### config.mk
export PLATFORM = sky130hd
export DESIGN_NAME = mem_port_arbiter_flat
export DESIGN_NICKNAME = d
export VERILOG_FILES = /design/src/rtl/mem_port_arbiter_if.sv /design/src/rtl/mem_port_arbiter.sv /design/src/flat_wrapper.sv
export SDC_FILE = /design/constraint.sdc
export NUM_CORES = 1
export LEC_CHECK = 0
export ABC_CLOCK_PERIOD_IN_PS = 2000
export BUFFER_PORTS_ARGS = -buffer_cell sky130_fd_sc_hd__clkbuf_2
export CAP_MARGIN = 20
export CORE_MARGIN = 2
export CORE_UTILIZATION = 30
export CTS_BUF_LIST = sky130_fd_sc_hd__clkbuf_2
export DETAILED_ROUTE_END_ITERATION = 12
export SETUP_SLACK_MARGIN = 0.4
export SLEW_MARGIN = 25
export SYNTH_ARGS = -nofsm -noshare
export SYNTH_HDL_FRONTEND = slang
export SYNTH_SLANG_ARGS = --single-unit
### constraint.sdc
create_clock -name clk -period 2 [get_ports clk]
set_input_delay 0.3 -clock clk [delete_from_list [all_inputs] [get_ports clk]]
set_output_delay 0.3 -clock clk [all_outputs]
set_load 0.01 [all_outputs]
### src/rtl/mem_port_arbiter_if.sv
// Handshake bundle between the fetch stage, the load/store unit, the arbiter and the memory.
// The arbiter connects through the slave modport; the requesters and memory use master.
interface mem_port_arbiter_if #(
   parameter int ADDR_W = 32,
   parameter int DATA_W = 32
);
   logic              if_req;
   logic [ADDR_W-1:0] if_addr;
   logic              if_flush;
   logic              if_gnt;
   logic              if_rvalid;
   logic [DATA_W-1:0] if_rdata;

   logic                d_req;
   logic                d_we;
   logic [ADDR_W-1:0]   d_addr;
   logic [DATA_W-1:0]   d_wdata;
   logic [DATA_W/8-1:0] d_wstrb;
   logic                d_gnt;
   logic                d_rvalid;
   logic [DATA_W-1:0]   d_rdata;

   logic                mem_req;
   logic                mem_we;
   logic [ADDR_W-1:0]   mem_addr;
   logic [DATA_W-1:0]   mem_wdata;
   logic [DATA_W/8-1:0] mem_wstrb;
   logic                mem_ack;
   logic [DATA_W-1:0]   mem_rdata;

   modport slave (
      input  if_req, if_addr, if_flush, d_req, d_we, d_addr, d_wdata, d_wstrb, mem_ack, mem_rdata,
      output if_gnt, if_rvalid, if_rdata, d_gnt, d_rvalid, d_rdata,
             mem_req, mem_we, mem_addr, mem_wdata, mem_wstrb
   );

   modport master (
      output if_req, if_addr, if_flush, d_req, d_we, d_addr, d_wdata, d_wstrb, mem_ack, mem_rdata,
      input  if_gnt, if_rvalid, if_rdata, d_gnt, d_rvalid, d_rdata,
             mem_req, mem_we, mem_addr, mem_wdata, mem_wstrb
   );
endinterface

### src/rtl/mem_port_arbiter.sv
// Single-port memory arbiter: data side has priority, fetch is forced after STARVE_MAX
// back-to-back data grants, and a taken jump kills the in-flight fetch response.
module mem_port_arbiter #(
   parameter int ADDR_W     = 32,
   parameter int DATA_W     = 32,
   parameter int STARVE_MAX = 4
) (
   input  logic           clk,
   input  logic           rst,
   mem_port_arbiter_if.slave bus
);
   localparam int CNT_W = $clog2(STARVE_MAX + 1);
   localparam logic [CNT_W-1:0] CNT_MAX = CNT_W'(STARVE_MAX);

   typedef enum logic [1:0] {IDLE, IF_WAIT, D_WAIT} state_t;

   state_t           state;
   logic [CNT_W-1:0] starve_cnt;
   logic             kill;
   logic             if_eligible;
   logic             pick_fetch;

   // A flush in the arbitration cycle makes the pending fetch address stale.
   assign if_eligible = bus.if_req & ~bus.if_flush;
   assign pick_fetch  = if_eligible & (~bus.d_req | (starve_cnt == CNT_MAX));

   // NOTE: all state and outputs use non-blocking assignments so every branch sees pre-edge values.
   always_ff @(posedge clk or negedge rst) begin
      if (!rst) begin
         state         <= IDLE;
         starve_cnt    <= '0;
         kill          <= 1'b0;
         bus.if_gnt    <= 1'b0;
         bus.if_rvalid <= 1'b0;
         bus.if_rdata  <= {DATA_W{1'b0}};
         bus.d_gnt     <= 1'b0;
         bus.d_rvalid  <= 1'b0;
         bus.d_rdata   <= {DATA_W{1'b0}};
         bus.mem_req   <= 1'b0;
         bus.mem_we    <= 1'b0;
         bus.mem_addr  <= {ADDR_W{1'b0}};
         bus.mem_wdata <= {DATA_W{1'b0}};
         bus.mem_wstrb <= {(DATA_W/8){1'b0}};
      end else begin
         // NOTE: pulse outputs default low every cycle, so any set below lasts one clock.
         bus.if_gnt    <= 1'b0;
         bus.d_gnt     <= 1'b0;
         bus.if_rvalid <= 1'b0;
         bus.d_rvalid  <= 1'b0;

         if (!bus.if_req) starve_cnt <= '0;

         case (state)
            IDLE: begin
               kill <= 1'b0;
               if (pick_fetch) begin
                  state         <= IF_WAIT;
                  bus.if_gnt    <= 1'b1;
                  bus.mem_req   <= 1'b1;
                  bus.mem_we    <= 1'b0;
                  bus.mem_addr  <= bus.if_addr;
                  bus.mem_wdata <= {DATA_W{1'b0}};
                  bus.mem_wstrb <= {(DATA_W/8){1'b0}};
                  starve_cnt    <= '0;
               end else if (bus.d_req) begin
                  state         <= D_WAIT;
                  bus.d_gnt     <= 1'b1;
                  bus.mem_req   <= 1'b1;
                  bus.mem_we    <= bus.d_we;
                  bus.mem_addr  <= bus.d_addr;
                  bus.mem_wdata <= bus.d_wdata;
                  bus.mem_wstrb <= bus.d_wstrb;
                  if (bus.if_req && starve_cnt != CNT_MAX) starve_cnt <= starve_cnt + 1'b1;
               end
            end

            IF_WAIT: begin
               if (bus.if_flush) kill <= 1'b1;
               if (bus.mem_ack) begin
                  state       <= IDLE;
                  bus.mem_req <= 1'b0;
                  // A killed fetch still finishes on memory; only the response is dropped.
                  if (!kill && !bus.if_flush) begin
                     bus.if_rvalid <= 1'b1;
                     bus.if_rdata  <= bus.mem_rdata;
                  end
               end
            end

            D_WAIT: begin
               if (bus.mem_ack) begin
                  state        <= IDLE;
                  bus.mem_req  <= 1'b0;
                  bus.d_rvalid <= 1'b1;
                  bus.d_rdata  <= bus.mem_rdata;
               end
            end

            default: state <= IDLE;
         endcase
      end
   end
endmodule

### src/flat_wrapper.sv
// flat-port wrapper written by rule: the top's interface ports become plain ports
module mem_port_arbiter_flat 
#(
   parameter int ADDR_W     = 32,
   parameter int DATA_W     = 32,
   parameter int STARVE_MAX = 4
)
  (clk, rst, bus_if_req, bus_if_addr, bus_if_flush, bus_d_req, bus_d_we, bus_d_addr, bus_d_wdata, bus_d_wstrb, bus_mem_ack, bus_mem_rdata, bus_if_gnt, bus_if_rvalid, bus_if_rdata, bus_d_gnt, bus_d_rvalid, bus_d_rdata, bus_mem_req, bus_mem_we, bus_mem_addr, bus_mem_wdata, bus_mem_wstrb);
  mem_port_arbiter_if #(.ADDR_W(ADDR_W), .DATA_W(DATA_W)) bus_i ();
  input  logic clk;
  input  logic rst;
  input wire logic [$bits(bus_i.if_req)-1:0] bus_if_req;
  input wire logic [$bits(bus_i.if_addr)-1:0] bus_if_addr;
  input wire logic [$bits(bus_i.if_flush)-1:0] bus_if_flush;
  input wire logic [$bits(bus_i.d_req)-1:0] bus_d_req;
  input wire logic [$bits(bus_i.d_we)-1:0] bus_d_we;
  input wire logic [$bits(bus_i.d_addr)-1:0] bus_d_addr;
  input wire logic [$bits(bus_i.d_wdata)-1:0] bus_d_wdata;
  input wire logic [$bits(bus_i.d_wstrb)-1:0] bus_d_wstrb;
  input wire logic [$bits(bus_i.mem_ack)-1:0] bus_mem_ack;
  input wire logic [$bits(bus_i.mem_rdata)-1:0] bus_mem_rdata;
  output wire logic [$bits(bus_i.if_gnt)-1:0] bus_if_gnt;
  output wire logic [$bits(bus_i.if_rvalid)-1:0] bus_if_rvalid;
  output wire logic [$bits(bus_i.if_rdata)-1:0] bus_if_rdata;
  output wire logic [$bits(bus_i.d_gnt)-1:0] bus_d_gnt;
  output wire logic [$bits(bus_i.d_rvalid)-1:0] bus_d_rvalid;
  output wire logic [$bits(bus_i.d_rdata)-1:0] bus_d_rdata;
  output wire logic [$bits(bus_i.mem_req)-1:0] bus_mem_req;
  output wire logic [$bits(bus_i.mem_we)-1:0] bus_mem_we;
  output wire logic [$bits(bus_i.mem_addr)-1:0] bus_mem_addr;
  output wire logic [$bits(bus_i.mem_wdata)-1:0] bus_mem_wdata;
  output wire logic [$bits(bus_i.mem_wstrb)-1:0] bus_mem_wstrb;
  assign bus_i.if_req = bus_if_req;
  assign bus_i.if_addr = bus_if_addr;
  assign bus_i.if_flush = bus_if_flush;
  assign bus_i.d_req = bus_d_req;
  assign bus_i.d_we = bus_d_we;
  assign bus_i.d_addr = bus_d_addr;
  assign bus_i.d_wdata = bus_d_wdata;
  assign bus_i.d_wstrb = bus_d_wstrb;
  assign bus_i.mem_ack = bus_mem_ack;
  assign bus_i.mem_rdata = bus_mem_rdata;
  assign bus_if_gnt = bus_i.if_gnt;
  assign bus_if_rvalid = bus_i.if_rvalid;
  assign bus_if_rdata = bus_i.if_rdata;
  assign bus_d_gnt = bus_i.d_gnt;
  assign bus_d_rvalid = bus_i.d_rvalid;
  assign bus_d_rdata = bus_i.d_rdata;
  assign bus_mem_req = bus_i.mem_req;
  assign bus_mem_we = bus_i.mem_we;
  assign bus_mem_addr = bus_i.mem_addr;
  assign bus_mem_wdata = bus_i.mem_wdata;
  assign bus_mem_wstrb = bus_i.mem_wstrb;
  mem_port_arbiter #(.ADDR_W(ADDR_W), .DATA_W(DATA_W), .STARVE_MAX(STARVE_MAX)) u_core (.clk(clk), .rst(rst), .bus(bus_i));
endmodule
==> results of run 1 <==
cell families (layout without fill, tap and decap cells):
| kind of cell | Yosys count | after routing |
|---|---|---|
| muxes | 66 | 66 |
| adders and majority gates | 6 | 6 |
| other | 0 | 1 |
| AOI/OAI and AO/OA | 147 | 148 |
| DFF | 144 | 144 |
| and+or+nand+nor | 47 | 47 |
| buffers and inverters | 87 | 605 |
synth_stat cells (all sizes together):
cell type	instances	area, µm²
a31oi	1	6.26
and3b	32	280
a22o	37	324
a21bo	1	10.0
mux2	65	841
nor2	2	7.51
dfrtp	144	3600
nand4	2	12.5
a221oi	32	337
a21boi	1	11.3
and3	2	12.5
o21ai	37	185
buf	33	196
a21oi	3	15.0
nor3	1	5.00
nand2b	2	12.5
inv	40	150
a22oi	32	240
o2bb2ai	1	8.76
a311oi	2	23.8
clkbuf	14	52.6
nand2	3	11.3
nand4b	1	8.76
mux2i	1	10.0
nor2b	2	12.5
ha	6	75.1
final cells by class:
cell class,instances,area (µm²)
Tap cell,275,344
Inverter,40,153
Timing Repair Buffer,533,4310
Clock inverter,15,149
Sequential cell,144,3600
Multi-Input combinational cell,267,2890
Clock buffer,17,85.1
Fill cell,1715,9550
Antenna cell,1,2.50
repair_timing:
item	in CTS	in global routing
endpoints found under the hold margin	285	0
resized for setup	18	110
endpoints found under the setup margin	238	258
pin swaps	2	40
hold buffers	133	0
setup buffers	32	48
cloned	4	19
worst max-delay path, cell delays in order:
cell and delay, ns:
dlygate4sd3_1 0.54, clkbuf_2 0.22, inv_2 0.43, a311oi_4 0.08, buf_6 0.16, buf_8 0.13, buf_12 0.13, clkbuf_16 0.14
a22o_1 0.21
path summary, 6_finish.rpt:
| check | from | endpoint | slack [ns] | cells after the start |
|---|---|---|---|---|
| max | bus_d_req | u_core.bus.mem_wdata[13] | 0.26 | 9 |
| min | bus_if_addr[29] | u_core.bus.mem_addr[29] | 0.14 | 4 |
| max reg2reg | u_core.state[1] | u_core.bus.if_rdata[0] | 0.31 | 7 |
| min reg2reg | u_core.bus.mem_wdata[1] | u_core.bus.mem_wdata[1] | 0.53 | 1 |
| max in group asynchronous | rst | u_core.bus.if_rdata[27] | 0.93 | 4 |
| min in group asynchronous | rst | u_core.bus.d_rdata[12] | 0.57 | 3 |
registers in the layout, summed over array words and instances (netlist names), 2 cells and up:
name / flops
u_core.bus.mem_addr: 32
u_core.starve_cnt: 3
u_core.bus.if_rdata: 32
u_core.bus.d_rdata: 32
u_core.bus.mem_wstrb: 4
u_core.state: 2
u_core.bus.mem_wdata: 32
power groups by stage:
stage          clock network (W)  logic, W  registers (W)
2_1_floorplan                  0   0.00225        0.00559
3_3_place_gp                   0   0.00503        0.00503
3_5_place_dp                   0   0.00508        0.00503
4_1_cts                  0.00175   0.00590        0.00495
5_1_grt                  0.00186   0.00819        0.00516
6_report                 0.00164   0.00770        0.00504
stage by stage:
step | utilization (%) | std cells | hold WS (ns) | total power [W] | instance area [µm²]
after global routing | 54.7 | 1292 | 0.0286 | 0.0152 | 11500
after detailed placement | 39.0 | 1023 | 0.279 | 0.0101 | 8230
final | 54.7 | 1292 | 0.137 | 0.0144 | 11500
after CTS | 48.6 | 1224 | 0.000798 | 0.0126 | 10200
after global placement | 39.0 | 1023 | 0.279 | 0.0101 | 8230
after floorplan | - | 497 | 0.00441 | 0.00784 | 6450
layer usage:
metal / vias to the layer above / part of all wire (%) / GRT usage [%]
met5: - / 0 / 0
met4: 0 / 3.2 / 7.52
met3: 64 / 6.1 / 4.39
met2: 285 / 51 / 30.8
met1: 3079 / 40 / 20.6
li1: 2868 / - / -
==> impl_metrics.yaml, run 1 <==
sta:
  maxSlewHeadroom_pct: 53.5
  hold_viol: 0
  slew_viol_final: 0
  fmax_ghz: 0.574
  worst_slack_ns: 0.257
  fin_tns_setup_ns: 0
  rsz0062_at_grt: "true"
  fin_crit_ns: 1.74
  fin_crit_sh_pct: 87.1
  setup_viol: 0
  worstMarginPinSlew_ns: 0.698
  skew_ns: 0.0283
power:
  combPwrFrac_pct: 53.5
  p_sw_share_pct: 38.1
  p_seq_share_pct: 35.1
  ir_drop_mv: 0.555
  p_leak_nw: 5.81
  internal_power_w: 0.00891
  power.density_nw_per_um2: 1250
  clkPwrFrac_pct: 11.4
  switching_power_w: 0.00548
routing:
  vias: 6296
  drc: 0
  dr.pass1.iters: 5
  via_per_inst: 4.87
  drt-total-wl_um: 24600
  ant_nets: 0
  drtIter0Drc: 220
  wl_per_cell_um: 19.0
floorplan:
  io_pins: 277
  rows: 53
  initial_core_util_pct: 30.6
  die_x_um: 151
  die_h_um: 151
  fp.coreArea_um2: 21100
  die_area_um2: 22700
clocking:
  htree_levels: 4
  numCtsBuffers: 17
  clockBufferDepth: 2
  clock_sinks: 144
  insertion_delay_ns: 0.69
  cts-root-buf: "clkbuf_2"
  tritoncts: "done"
  clkTransAtPathRegs_ns: 0.24
worst_setup_path:
  crit_arrival_ns: 2.34
  startpoint_type: "primary input"
  path_max_fanout: 15
  crit_type: "primary input to flip-flop"
  required_ns: 2.60
  endpoint_kind: "flip-flop"
yosys:
  syn_area_um2: 6450
  avgSynthCellArea_um2: 13.0
  synth_compound_area_share_pct: 18.0
  yosys_warnings: 0
  seq_area_frac_synth_pct: 55.8
  synth_fa_ha_area_share_pct: 1.16
  synthSimpleGateAreaFrac_pct: 5.62
  synthCells: 497
  synth.distinct_cells: 35
  syn_nets: 642
  synth_top_family_by_area: "compound AO/OA/AOI/OAI gates"
  synth_seq_cells: 144
  synth_xor_area_share_pct: 0
  muxShareOfSynthArea_pct: 13.2
global_routing:
  first_global_vias: 5988
  grt_usage_pct: 17.7
  grt_pass1_wl_um: 31100
  antenna_found_initial: 1
  grt_max_degree: 59
  grt-ovfl-total: 0
place:
  post-place-ws_ns: 0.282
  gp_congestion: 0.769
  hpwl_um: 12100
  portBuffers: 276
run_status:
  status: "completed"
hold_path:
  hold_path_class: "primary input to flip-flop"
flow_run:
  maxCapViolations: 0
cells_and_area:
  area_growth_pct: 78.8
  layout-drive-gt1-share_pct: 54.9
  mostFrequentLayoutCells: "277 x clkbuf_2, 144 x dfrtp_1, 132 x dlygate4sd3_1"
  mostFrequentLayoutCell: "clkbuf_2"
  nets: 1148
(Power assumes the default switching activity.)
==> run 2: changes to the inputs <==
- CORE_MARGIN: 2 -> 1
==> impl_metrics.yaml, run 2 (synthesized netlist as in run 1, its figures left out) <==
worst_setup_path:
  crit_family: "flip-flops"
  path_depth: 1
  r2r_setup_slack_ns: 0.43
  r2r_start: "u_core.starve_cnt[0]"
  crit_buf_inv: 1
  crit_arrival_ns: 1.29
  path_max_fanout: 2
  critPathCapture: "bus_if_rdata[24]"
  startpoint_type: "flip-flop"
  slowest_delay_ns: 0.47
  path_cells: "buf_6"
  crit_start: "u_core.bus.if_rdata[24]"
  endpoint_kind: "primary output"
  required_ns: 1.70
  r2r-end: "u_core.bus.mem_addr[9]"
  crit_type: "flip-flop to primary output"
  slowest_stage: "dfrtp_1"
  r2r_cells: 6
sta:
  slew_viol_final: 0
  setup_viol: 0
  maxSlewHeadroom_pct: 59.6
  hold_viol: 0
  rsz0062_at_grt: "true"
  fmax_ghz: 0.630
  fin_crit_sh_pct: 79.3
  skew_ns: 0.0326
  fin_tns_setup_ns: 0
  hold_slack_ns: 0.0925
  fin_crit_ns: 1.59
  worstMarginPinSlew_ns: 0.607
hold_path:
  min-delay-start: "bus_if_addr[3]"
  hold_path_class: "primary input to flip-flop"
floorplan:
  io_pins: 277
  die_h_um: 149
  initial_core_util_pct: 30.7
  rows: 53
  die_x_um: 149
  fp.coreArea_um2: 21000
  die_area_um2: 22100
routing:
  drtIter0Drc: 183
  dr.pass1.iters: 7
  via_per_inst: 4.81
  vias: 6013
  ant_nets: 0
  drt-total-wl_um: 21200
  drc: 0
  wl_per_cell_um: 17.0
run_status:
  status: "completed"
global_routing:
  first_global_vias: 6013
  grt-ovfl-total: 0
  grt_usage_pct: 18.2
  grt_max_degree: 45
  grt_pass1_wl_um: 31300
  antenna_found_initial: 0
cells_and_area:
  mostFrequentLayoutCell: "clkbuf_2"
  mostFrequentLayoutCells: "267 x clkbuf_2, 144 x dfrtp_1, 123 x dlygate4sd3_1"
  nets: 1107
  layout-drive-gt1-share_pct: 52.0
  diodes: 0
  area_growth_pct: 64.9
clocking:
  htree_levels: 4
  numCtsBuffers: 17
  clock_sinks: 144
  cts-root-buf: "clkbuf_2"
  insertion_delay_ns: 0.69
  clockBufferDepth: 2
  clkTransAtPathRegs_ns: 0.25
  tritoncts: "done"
place:
  gp_congestion: 0.818
  hpwl_um: 12500
  portBuffers: 276
power:
  p_leak_nw: 5.44
  ir_drop_mv: 0.559
  power.density_nw_per_um2: 1250
flow_run:
  maxCapViolations: 0
## run 2: cell count changes in the layout (fill, tap and decap cells not counted), moves of 4 or more
| cell | previous run | this run |
|---|---|---|
| buf_16 | 4 | 0 |
| clkbuf_16 | 13 | 2 |
| a22oi_2 | 8 | 0 |
| dlygate4sd3_1 | 132 | 123 |
| buf_12 | 16 | 11 |
| a221oi_4 | 11 | 1 |
| a22oi_1 | 24 | 32 |
| buf_2 | 0 | 4 |
| clkbuf_2 | 277 | 267 |
| a221oi_2 | 21 | 28 |
## run 2: power by group
group | total [W] | switching (W) | internal (W) | leakage (nW)
Clock | 0.00158 | 0.00122 | 0.000358 | 0.119
Sequential | 0.00501 | 0.000781 | 0.00423 | 1.76
Combinational | 0.00676 | 0.00302 | 0.00374 | 3.56
Total | 0.0133 | 0.00502 | 0.00833 | 5.44
## run 2: cell type report
class / instances / area, µm²
Clock inverter: 15 / 129
Tap cell: 275 / 344
Timing Repair Buffer: 493 / 3650
Inverter: 40 / 150
Sequential cell: 144 / 3600
Fill cell: 1830 / 10400
Multi-Input combinational cell: 266 / 2670
Clock buffer: 17 / 85.1
## run 2: timing repair
action,in CTS,in global routing
pin swaps,0,0
gates resized for setup,11,87
setup buffers,36,28
endpoints found under the setup margin,211,205
endpoints found under the hold margin,283,0
hold buffers,125,0
cloned,0,2
## run 2: how the worst min path moves through the flow
stage                                          to  cells after the start
after CTS                  u_core.bus.mem_addr[4]                      4
final                      u_core.bus.mem_addr[3]                      4
after global placement    u_core.bus.mem_addr[29]                      1
after detailed placement  u_core.bus.mem_addr[31]                      1
after global routing       u_core.bus.mem_addr[3]                      4
after floorplan                  u_core.bus.d_gnt                      0
## run 2: layer usage
metal	GRT usage (%)	routed length [µm]	up-vias
met5	0	0	-
met2	32.0	10700	240
met3	3.74	1190	40
met1	21.5	8720	2951
li1	-	-	2782
met4	7.84	561	0
## run 2: worst reg2reg max path: stages, from the launching register on
cell	delay (ns)
dfrtp_1	0.40
inv_1	0.08
ha_4	0.19
a21bo_4	0.23
buf_6	0.16
a221oi_1	0.32
a22oi_1	0.11
## run 2: stage by stage
step | power, W | util [%] | setup WS, ns | cells | instance area, µm²
after floorplan | 0.00784 | - | 0.406 | 497 | 6450
after global placement | 0.0101 | 39.3 | 0.290 | 1027 | 8260
after detailed placement | 0.0102 | 39.3 | 0.296 | 1027 | 8260
after CTS | 0.0125 | 47.8 | 0.316 | 1220 | 10000
after global routing | 0.0142 | 50.6 | 0.271 | 1250 | 10600
final | 0.0133 | 50.6 | 0.413 | 1250 | 10600
==> run 3: changes to the inputs <==
- ABC_CLOCK_PERIOD_IN_PS: 2000 -> 1400
- clock period: 2 -> 1.4 ns (I/O delays scaled with it)
==> impl_metrics.yaml, run 3 (synthesized netlist as in run 1, its figures left out) <==
routing:
  vias: 6522
  drtIter0Drc: 211
  drt-total-wl_um: 25400
  dr.pass1.iters: 4
  drc: 0
  via_per_inst: 4.81
  wl_per_cell_um: 18.7
  ant_nets: 0
cells_and_area:
  nets: 1213
  layout-drive-gt1-share_pct: 59.8
  finalNonFillerCells: 1357
  regArea_um2: 3600
  mostFrequentLayoutCell: "clkbuf_2"
  area_growth_pct: 94.5
  fillers: 1564
  utilization_pct: 59.7
  multi_input_area_um2: 3110
  mostFrequentLayoutCells: "264 x clkbuf_2, 144 x dfrtp_1, 140 x dlygate4sd3_1"
floorplan:
  die_x_um: 149
  die_area_um2: 22100
  io_pins: 277
  die_h_um: 149
  rows: 53
  fp.coreArea_um2: 21000
  initial_core_util_pct: 30.7
place:
  post-place-cells: 1050
  hpwl_um: 13400
  portBuffers: 276
  post-place-ws_ns: -0.192
  gp_congestion: 0.768
global_routing:
  first_global_vias: 6771
  grt_pass1_wl_um: 36100
  grt_usage_pct: 21.4
  grt.busiest_layer: "met2"
  grt-ovfl-total: 0
  use_met1_pct: 24.4
  antenna_found_initial: 1
  met2_usage_pct: 37.5
  met3_usage_pct: 5.43
  grt_max_degree: 41
power:
  ir_drop_mv: 0.628
  power.density_nw_per_um2: 1770
  power_w: 0.0222
  p_leak_nw: 6.40
worst_setup_path:
  path_max_fanout: 6
  r2r-end: "u_core.bus.if_rdata[0]"
  crit_start: "u_core.state[1]"
  required_ns: 2.05
  critPathCapture: "u_core.bus.if_rdata[0]"
  crit_type: "flip-flop to flip-flop"
  r2r_start: "u_core.state[1]"
  endpoint_kind: "flip-flop"
  crit_arrival_ns: 2.30
  r2r_cells: 6
  startpoint_type: "flip-flop"
  r2r_setup_slack_ns: -0.25
sta:
  fin_crit_ns: 1.65
  fin_tns_setup_ns: -40.50
  fin_crit_sh_pct: 118
  skew_ns: 0.0318
  slew_viol_final: 0
  rsz0062_at_grt: "true"
  hold_slack_ns: -0.186
  maxSlewHeadroom_pct: 69.5
  hold_viol: 37
  fmax_ghz: 0.605
  setup_viol: 279
  worstMarginPinSlew_ns: 0.457
  worst_slack_ns: -0.253
clocking:
  clock_sinks: 144
  tritoncts: "done"
  cts-root-buf: "clkbuf_2"
  numCtsBuffers: 17
  htree_levels: 4
  clockBufferDepth: 2
  clkTransAtPathRegs_ns: 0.25
  insertion_delay_ns: 0.73
run_status:
  status: "finished with violations"
  violations: "hold timing, setup timing"
hold_path:
  hold_path_class: "primary input to flip-flop"
flow_run:
  maxCapViolations: 0
## run 3: changes by cell type in the layout (fill, tap and decap cells not counted), moves of 17 or more
cell           before  now
o21ai_1            31   10
mux2_4             30   65
o21ai_2             0   22
dlygate4sd3_1     123  140
mux2_2             32    0
buf_4              74  109
buf_6              29   48
## run 3: worst max-delay path: stages, from the launching register on
cell	delay [ns]
dfrtp_1	0.46
inv_2	0.12
ha_4	0.14
and3_4	0.30
buf_6	0.14
buf_16	0.11
mux2_4	0.29
## run 3: power breakdown
group | total [W] | internal, W | leakage [nW] | switching, W
Clock | 0.00241 | 0.000563 | 0.137 | 0.00185
Sequential | 0.00730 | 0.00604 | 1.76 | 0.00126
Combinational | 0.0124 | 0.00728 | 4.50 | 0.00516
## run 3: layer usage
layer | part of all wire (%) | vias to the layer above | wire length (µm)
li1 | - | 3005 | -
met1 | 39 | 3199 | 9930
met2 | 53 | 263 | 13400
met3 | 5.8 | 55 | 1480
met4 | 2.5 | 0 | 638
met5 | 0 | - | 0
## run 3: repair_timing
| item | CTS | global route |
|---|---|---|
| pin swaps | 78 | 53 |
| setup endpoints to repair | 282 | 282 |
| gates cloned | 17 | 3 |
| endpoints found under the hold margin | 284 | 39 |
| resized for setup | 134 | 87 |
| setup buffers | 64 | 50 |
| hold buffers | 139 | 1 |
## run 3: worst min-delay path by stage
stage          cells after the start  slack, ns                       to          from
2_1_floorplan                      0      -0.09         u_core.bus.d_gnt           rst
3_3_place_gp                       1       0.17  u_core.bus.mem_wstrb[2]           rst
3_5_place_dp                       1       0.17  u_core.bus.if_rdata[10]           rst
4_1_cts                            3      -0.23              u_core.kill  bus_if_flush
5_1_grt                            3      -0.27              u_core.kill  bus_if_flush
6_report                           3      -0.19              u_core.kill  bus_if_flush
## run 3: final cells by class
class | count | area share, %
repair buffers | 599 | 40.7
well taps | 275 | 2.74
diodes | 1 | 0.0199
inverters | 40 | 1.22
multi-input cells | 266 | 24.8
clock inverters | 15 | 1.14
clock buffers | 17 | 0.678
flip-flops and latches | 144 | 28.7
## run 3: metrics by stage
step	instance area, µm²	hold slack (ns)
after global routing	12500	-0.266
final	12500	-0.186
after CTS	11800	-0.232
after floorplan	6660	-0.0856
after detailed placement	8660	0.165
after global placement	8660	0.167
